**src/rtl/pe_arbiter.sv**
```systemverilog
// Four-requester grant arbiter with a per-owner hold limit and a one-cycle dead gap between grants.
// Define PE_ARB_RR_EN for round-robin arbitration; the default build uses fixed priority req[3] > req[0].
module pe_arbiter #(
  parameter int MAX_HOLD = 8
) (
  input  logic       clk,
  input  logic       rst,
  input  logic [3:0] req,
  output logic [3:0] gnt,
  output logic       y1,
  output logic       y0,
  output logic       v
);

  typedef enum logic [1:0] {IDLE, GRANT, RELEASE} state_t;

  state_t     state;
  logic [7:0] hold_cnt;
  logic [1:0] owner;
  logic [1:0] win;

  // {y1,y0} only carries a nonzero value while in GRANT, so it doubles as the owner register.
  assign owner = {y1, y0};

`ifdef PE_ARB_RR_EN
  logic [1:0] last_owner;

  // Later iterations overwrite earlier ones, so the search position nearest last_owner-1 wins
  // and last_owner itself ends up with the lowest priority.
  function automatic logic [1:0] pick_winner(input logic [3:0] r, input logic [1:0] last);
    logic [1:0] w;
    logic [1:0] idx;
    w = last;
    for (int k = 4; k >= 1; k--) begin
      idx = last - 2'(k);
      if (r[idx]) w = idx;
    end
    return w;
  endfunction

  assign win = pick_winner(req, last_owner);
`else
  function automatic logic [1:0] pick_winner(input logic [3:0] r);
    logic [1:0] w;
    if (r[3])      w = 2'd3;
    else if (r[2]) w = 2'd2;
    else if (r[1]) w = 2'd1;
    else           w = 2'd0;
    return w;
  endfunction

  assign win = pick_winner(req);
`endif

  always_ff @(posedge clk or posedge rst) begin
    if (rst) begin
      state    <= IDLE;
      gnt      <= 4'b0000;
      y1       <= 1'b0;
      y0       <= 1'b0;
      v        <= 1'b0;
      hold_cnt <= 8'd0;
`ifdef PE_ARB_RR_EN
      last_owner <= 2'd0;
`endif
    end else begin
      case (state)
        IDLE, RELEASE: begin
          if (|req) begin
            state    <= GRANT;
            gnt      <= 4'b0001 << win;
            {y1, y0} <= win;
            v        <= 1'b1;
            hold_cnt <= 8'd1;
`ifdef PE_ARB_RR_EN
            last_owner <= win;
`endif
          end else begin
            state    <= IDLE;
            gnt      <= 4'b0000;
            {y1, y0} <= 2'b00;
            v        <= 1'b0;
            hold_cnt <= 8'd0;
          end
        end
        GRANT: begin
          // Owner dropping its request and hitting the hold limit collapse into one release.
          if (!req[owner] || hold_cnt == 8'(MAX_HOLD)) begin
            state    <= RELEASE;
            gnt      <= 4'b0000;
            {y1, y0} <= 2'b00;
            v        <= 1'b0;
            hold_cnt <= 8'd0;
          end else begin
            hold_cnt <= hold_cnt + 8'd1;
          end
        end
        default: begin
          state    <= IDLE;
          gnt      <= 4'b0000;
          {y1, y0} <= 2'b00;
          v        <= 1'b0;
          hold_cnt <= 8'd0;
        end
      endcase
    end
  end

endmodule

```
**config.mk**
```make
export PLATFORM = sky130hd
export DESIGN_NAME = pe_arbiter
export DESIGN_NICKNAME = d
export VERILOG_FILES = /design/src/rtl/pe_arbiter.sv
export SDC_FILE = /design/constraint.sdc
export NUM_CORES = 1
export LEC_CHECK = 0
export CORE_ASPECT_RATIO = 0.8
export CORE_MARGIN = 5
export CORE_UTILIZATION = 50
export CTS_CLUSTER_DIAMETER = 120
export DETAILED_ROUTE_END_ITERATION = 10
export PLACE_DENSITY = 0.79
export SLEW_MARGIN = 25
export SYNTH_ARGS = -nofsm -noshare
export SYNTH_HDL_FRONTEND = slang
export SYNTH_SLANG_ARGS = --single-unit
export TNS_END_PERCENT = 30
```
**constraint.sdc**
```tcl
create_clock -name clk -period 2.5 [get_ports clk]
set_input_delay 0.5 -clock clk [delete_from_list [all_inputs] [get_ports clk]]
set_output_delay 0.5 -clock clk [all_outputs]
set_load 0.05 [all_outputs]
```
After elaboration in Yosys (flattened, before gate mapping). Cells that the tools add are included.

Register bits after elaboration: 17.

Multiplexer cells: 21. Shift-type cells: 1. Add/subtract/negate cells: 1. Eq/ne operators: 4. Reduce and logical (&&, ||, !) cells: 5. Magnitude comparators: 1.

Operators by type and width (number): one-hot mux 8 bit (2 select lines) (1); adder 8 x 1 -> 8 bit (second input constant) (1); == test 8 x 4 -> 1 bit (second input constant) (1); two-way mux 1 bit (8); two-way mux 4 bit (2); two-way mux 8 bit (1); one-hot mux 4 bit (2 select lines) (1); two-way mux 2 bit (3); one-hot mux 1 bit (2 select lines) (3); one-hot mux 2 bit (2 select lines) (1); OR reduction 4 bit (1); left shift 1 x 2 -> 4 bit (first input constant) (1); less-than comparator 2 x 3 -> 1 bit (second input constant) (1); binary-select mux 1 bit (select 2 bit) (1); == test 2 x 1 -> 1 bit (second input constant) (1); == test 2 bit (second input constant) (1); zero test 2 bit (1); inequality test 2 bit (second input constant) (1); OR reduction 2 bit (1); zero test 1 bit (1); logical OR 1 bit (1).

Depth between registers and ports, before layout.
Depth after elaboration: 6. Depth in mapped cells: 5.

Least setup slack after synthesis. No wires, ideal clock.

Path type: reg-to-reg. Start point: reg y0. End point: reg gnt[0]. Data arrival time: 1.641 ns. Cell stages (with the launch flop): 4. Setup slack: 0.738 ns. Path buffers: 0. Required time: 2.379 ns. Cell sequence: dfrtp_1 mux4_2 o311a_4 a22o_1.

Cells in the longest elaborated chain, start to end: 5.

RTL lines: start, declared (line 11) `output logic y0,`; start signal, assigned (line 72) `{y1, y0} <= win;`; binary-select mux 1 bit (select 2 bit) (line 88) `if (!req[owner] || hold_cnt == 8'(MAX_HOLD)) begin`; two-way mux 1 bit (implied by the code) (line 88); zero test 1 bit (line 88); logical OR 1 bit (line 88); inequality test 2 bit (no source line); end signal, assigned (line 71) `gnt <= 4'b0001 << win;`; end, declared (line 9) `output logic [3:0] gnt,`.

Every way passes these cells. The select of a mux whose other input is x is not followed. A chain may end at the register's enable or synchronous reset.

Final worst setup path.
Start point: reg y1. End point: out y1.

RTL lines: start, declared (line 10) `output logic y1,`; start signal, assigned (line 72).

No word-level cell between the ends.

==> results.sh <==
export IMPL_crit_family="buffers and inverters"
export IMPL_post_route_period_util_pct=83.05
export IMPL_cp_data_arrival_time_ps=1580
export IMPL_clock_sinks=17
export IMPL_vias=631
export IMPL_fillers=147
export IMPL_grt_use_total_pct=15.31
export IMPL_synthMostInstantiatedCell="dfrtp_1"
export IMPL_critical_path_class="reg2out"
export IMPL_path_clk_slew_ps=110
export IMPL_wirelength_um=1667
export IMPL_p_switching_uw=467.5
export IMPL_detail_route_wl_per_cell_um=14.88
export IMPL_synthCells=75
export IMPL_rows=13
export IMPL_drive_above_1_share_pct=13.33
export IMPL_grt_overflow_total=0
export IMPL_avgSynthCellArea_um2=11.06
export IMPL_drc=0
export IMPL_dp_slack_ps=384.5
export IMPL_fp_dieArea_mm2=0.002579
export IMPL_hold_class="reg2reg"
export IMPL_cap_violations=0
export IMPL_drv_slew=0
export IMPL_grt_pass1_vias=561
export IMPL_synth_flop_cell="dfrtp_1"
export IMPL_yosys_area_top_type="dfrtp_1"
export IMPL_tns_ps=0
export IMPL_synthTopCellsByArea="dfrtp_1 (51%), inv_1 (3.6%), o311ai_4 (3.2%)"
export IMPL_worstHoldStart="gnt[1]"
export IMPL_slew_headroom_pct=57.46
export IMPL_cts_setup_buffers=0
export IMPL_synthTopCellsByCount="dfrtp_1 (17), inv_1 (8), a21oi_1 (5), nor2_1 (5)"
export IMPL_p_per_area_mw_per_mm2=1067
export IMPL_htree_levels=1
export IMPL_power_internal_uw=601.6
export IMPL_dp_hpwl_um=1197
export IMPL_status="complete, no violations"
export IMPL_fmax_ghz=0.4816
export IMPL_seqPwrFrac_pct=40.0
export IMPL_ios=13
export IMPL_core_mm2=0.001594
export IMPL_yosysTopAreaCellShare_pct=51.28
export IMPL_min_period_ps=2076
export IMPL_die_width_um=55.54
export IMPL_syn_cell_area_um2=829.5
export IMPL_clockPowerShare_pct=14.5
export IMPL_setup_slack_ps=423.6
export IMPL_insertion_delay_ps=310
export IMPL_synth_fp_nets=83
export IMPL_rsz0062_at_grt="no"
export IMPL_cts_tree="yes"
export IMPL_p_comb_share_pct=45.4
export IMPL_area_growth_pct=20.81
export IMPL_critPathMaxStageDelay_ps=830
export IMPL_antenna_found_initial=0
export IMPL_cts_buffers=3
export IMPL_yosys_register_bits=17
export IMPL_start_kind="flip-flop"
export IMPL_hold_viol=0
export IMPL_grt_max_degree=18
export IMPL_worst_setup_path_end_kind="primary output"
export IMPL_finalPower_mw=1.069
export IMPL_crit_path_max_fanout=4
export IMPL_firstDrtPassIters=4
export IMPL_cts_root_buffer="clkbuf_4"
export IMPL_fin_worst_skew_ps=13.16
export IMPL_synth_cell_types=29
export IMPL_vdd_drop_max_uv=641.3
export IMPL_cts_resized=0
export IMPL_cp_num_buf_inv=1
export IMPL_final_nets=99
export IMPL_ys_seq_area_share_pct=51.28
export IMPL_worst_ep_required_time_ps=2000
export IMPL_r2r_start="hold_cnt[4]"
export IMPL_p_leak_nw=0.4208
export IMPL_worst_pin_slew_ps=637.4
export IMPL_synth_edf_count=0
export IMPL_io_buffer_count=12
export IMPL_start_util_pct=52.04
export IMPL_diodes=0
export IMPL_cp_cell_sequence="clkdlybuf4s50_1"
export IMPL_yosysWarningCount=0
export IMPL_fp_dieH_um=46.43
export IMPL_routabilityCongestion=0.8152
export IMPL_drt_vias_per_instance=5.634
export IMPL_finalSetupViolCount=0
export IMPL_synthArstFlopShare_pct=100.0
export IMPL_switching_share_pct=43.73
export IMPL_ant_nets=0
export IMPL_drt_initial_drc_count=16
export IMPL_crit_start="y1"
export IMPL_cts_hold_buf=0
export IMPL_grt_pass1_wl_um=2849
export IMPL_cts_buffer_depth=2
export IMPL_cp_slowest_cell="clkdlybuf4s50_1"
-- cell families (layout without fill, tap and decap cells) --
kind of cell	after synthesis	count (layout)	share of synthesized area [%]
AOI/OAI and AO/OA	19	19	19.76
buffers and inverters	9	24	4.223
DFF	17	17	51.28
xor gates and xnor gates	3	3	3.168
and+or+nand+nor	23	23	14.48
muxes	2	2	4.072
adders and majority gates	2	2	3.016
-- power by group through the flow --
stage	clock network (mW)	registers, mW	logic, mW
after CTS	0.162	0.427	0.490
after floorplan	0	0.549	0.215
final	0.155	0.428	0.486
after global routing	0.175	0.443	0.518
after global placement	0	0.429	0.475
after detailed placement	0	0.432	0.485
-- cells in the final DEF, fill, tap and decap left out, drive strengths merged --
master | Yosys | layout
a21o | 2 | 2
a21oi | 5 | 5
a22o | 2 | 2
a32o | 1 | 1
and2 | 1 | 1
clkbuf | 0 | 3
clkdlybuf4s50 | 0 | 12
clkinvlp | 0 | 1
dfrtp | 17 | 17
ha | 2 | 2
inv | 8 | 8
mux2 | 1 | 1
mux4 | 1 | 1
nand2 | 4 | 4
nand2b | 1 | 1
nand3 | 4 | 4
nand4 | 1 | 1
nor2 | 5 | 5
nor2b | 1 | 1
nor3 | 2 | 2
o21ai | 4 | 4
o2bb2ai | 1 | 1
o311a | 1 | 1
o311ai | 1 | 1
o32ai | 2 | 2
or3 | 3 | 3
or4 | 1 | 1
xnor2 | 1 | 1
xor2 | 2 | 2
-- final timing paths --
kind,slack [ps],cells past startpoint,to
max reg2reg,690,3,gnt[2]
min in group asynchronous,560,2,v
min,500,1,gnt[1]
max,420,1,y1
min reg2reg,500,1,gnt[1]
max in group asynchronous,1520,2,hold_cnt[7]
-- layer usage --
layer  global-route usage [%]  vias up  wire, um
met5                        0        -         0
met4                    5.825        0        26
met3                    5.882        5        86
met2                    23.11       18       760
met1                    20.10      309       794
li1                         -      299         -
-- state kept, by name (all words and copies together) (netlist names) --
name,count
gnt,4
hold_cnt,8
state,2
v,1
y0,1
y1,1
-- per-stage QoR --
stage,hold WS [ps],util (%),std cells,instance area [um2]
3_5_place_dp,483.3,60.99,108,972.2
2_1_floorplan,426.1,-,75,829.5
4_1_cts,510.6,62.87,112,1002
6_report,504.9,62.87,112,1002
3_3_place_gp,465.5,60.99,108,972.2
5_1_grt,543.3,62.87,112,1002
-- area by class of cell --
type	count	area [um2]	area share [%]
multi-input combinational	49	369.1	36.83
sequential	17	425.4	42.45
inverter	8	30.03	2.996
timing repair buffer	12	120.1	11.99
tap	22	27.53	2.747
clock buffer	3	22.52	2.247
clock inverter	1	7.507	0.7491
Note: power is estimated with default switching activity, not from simulation.
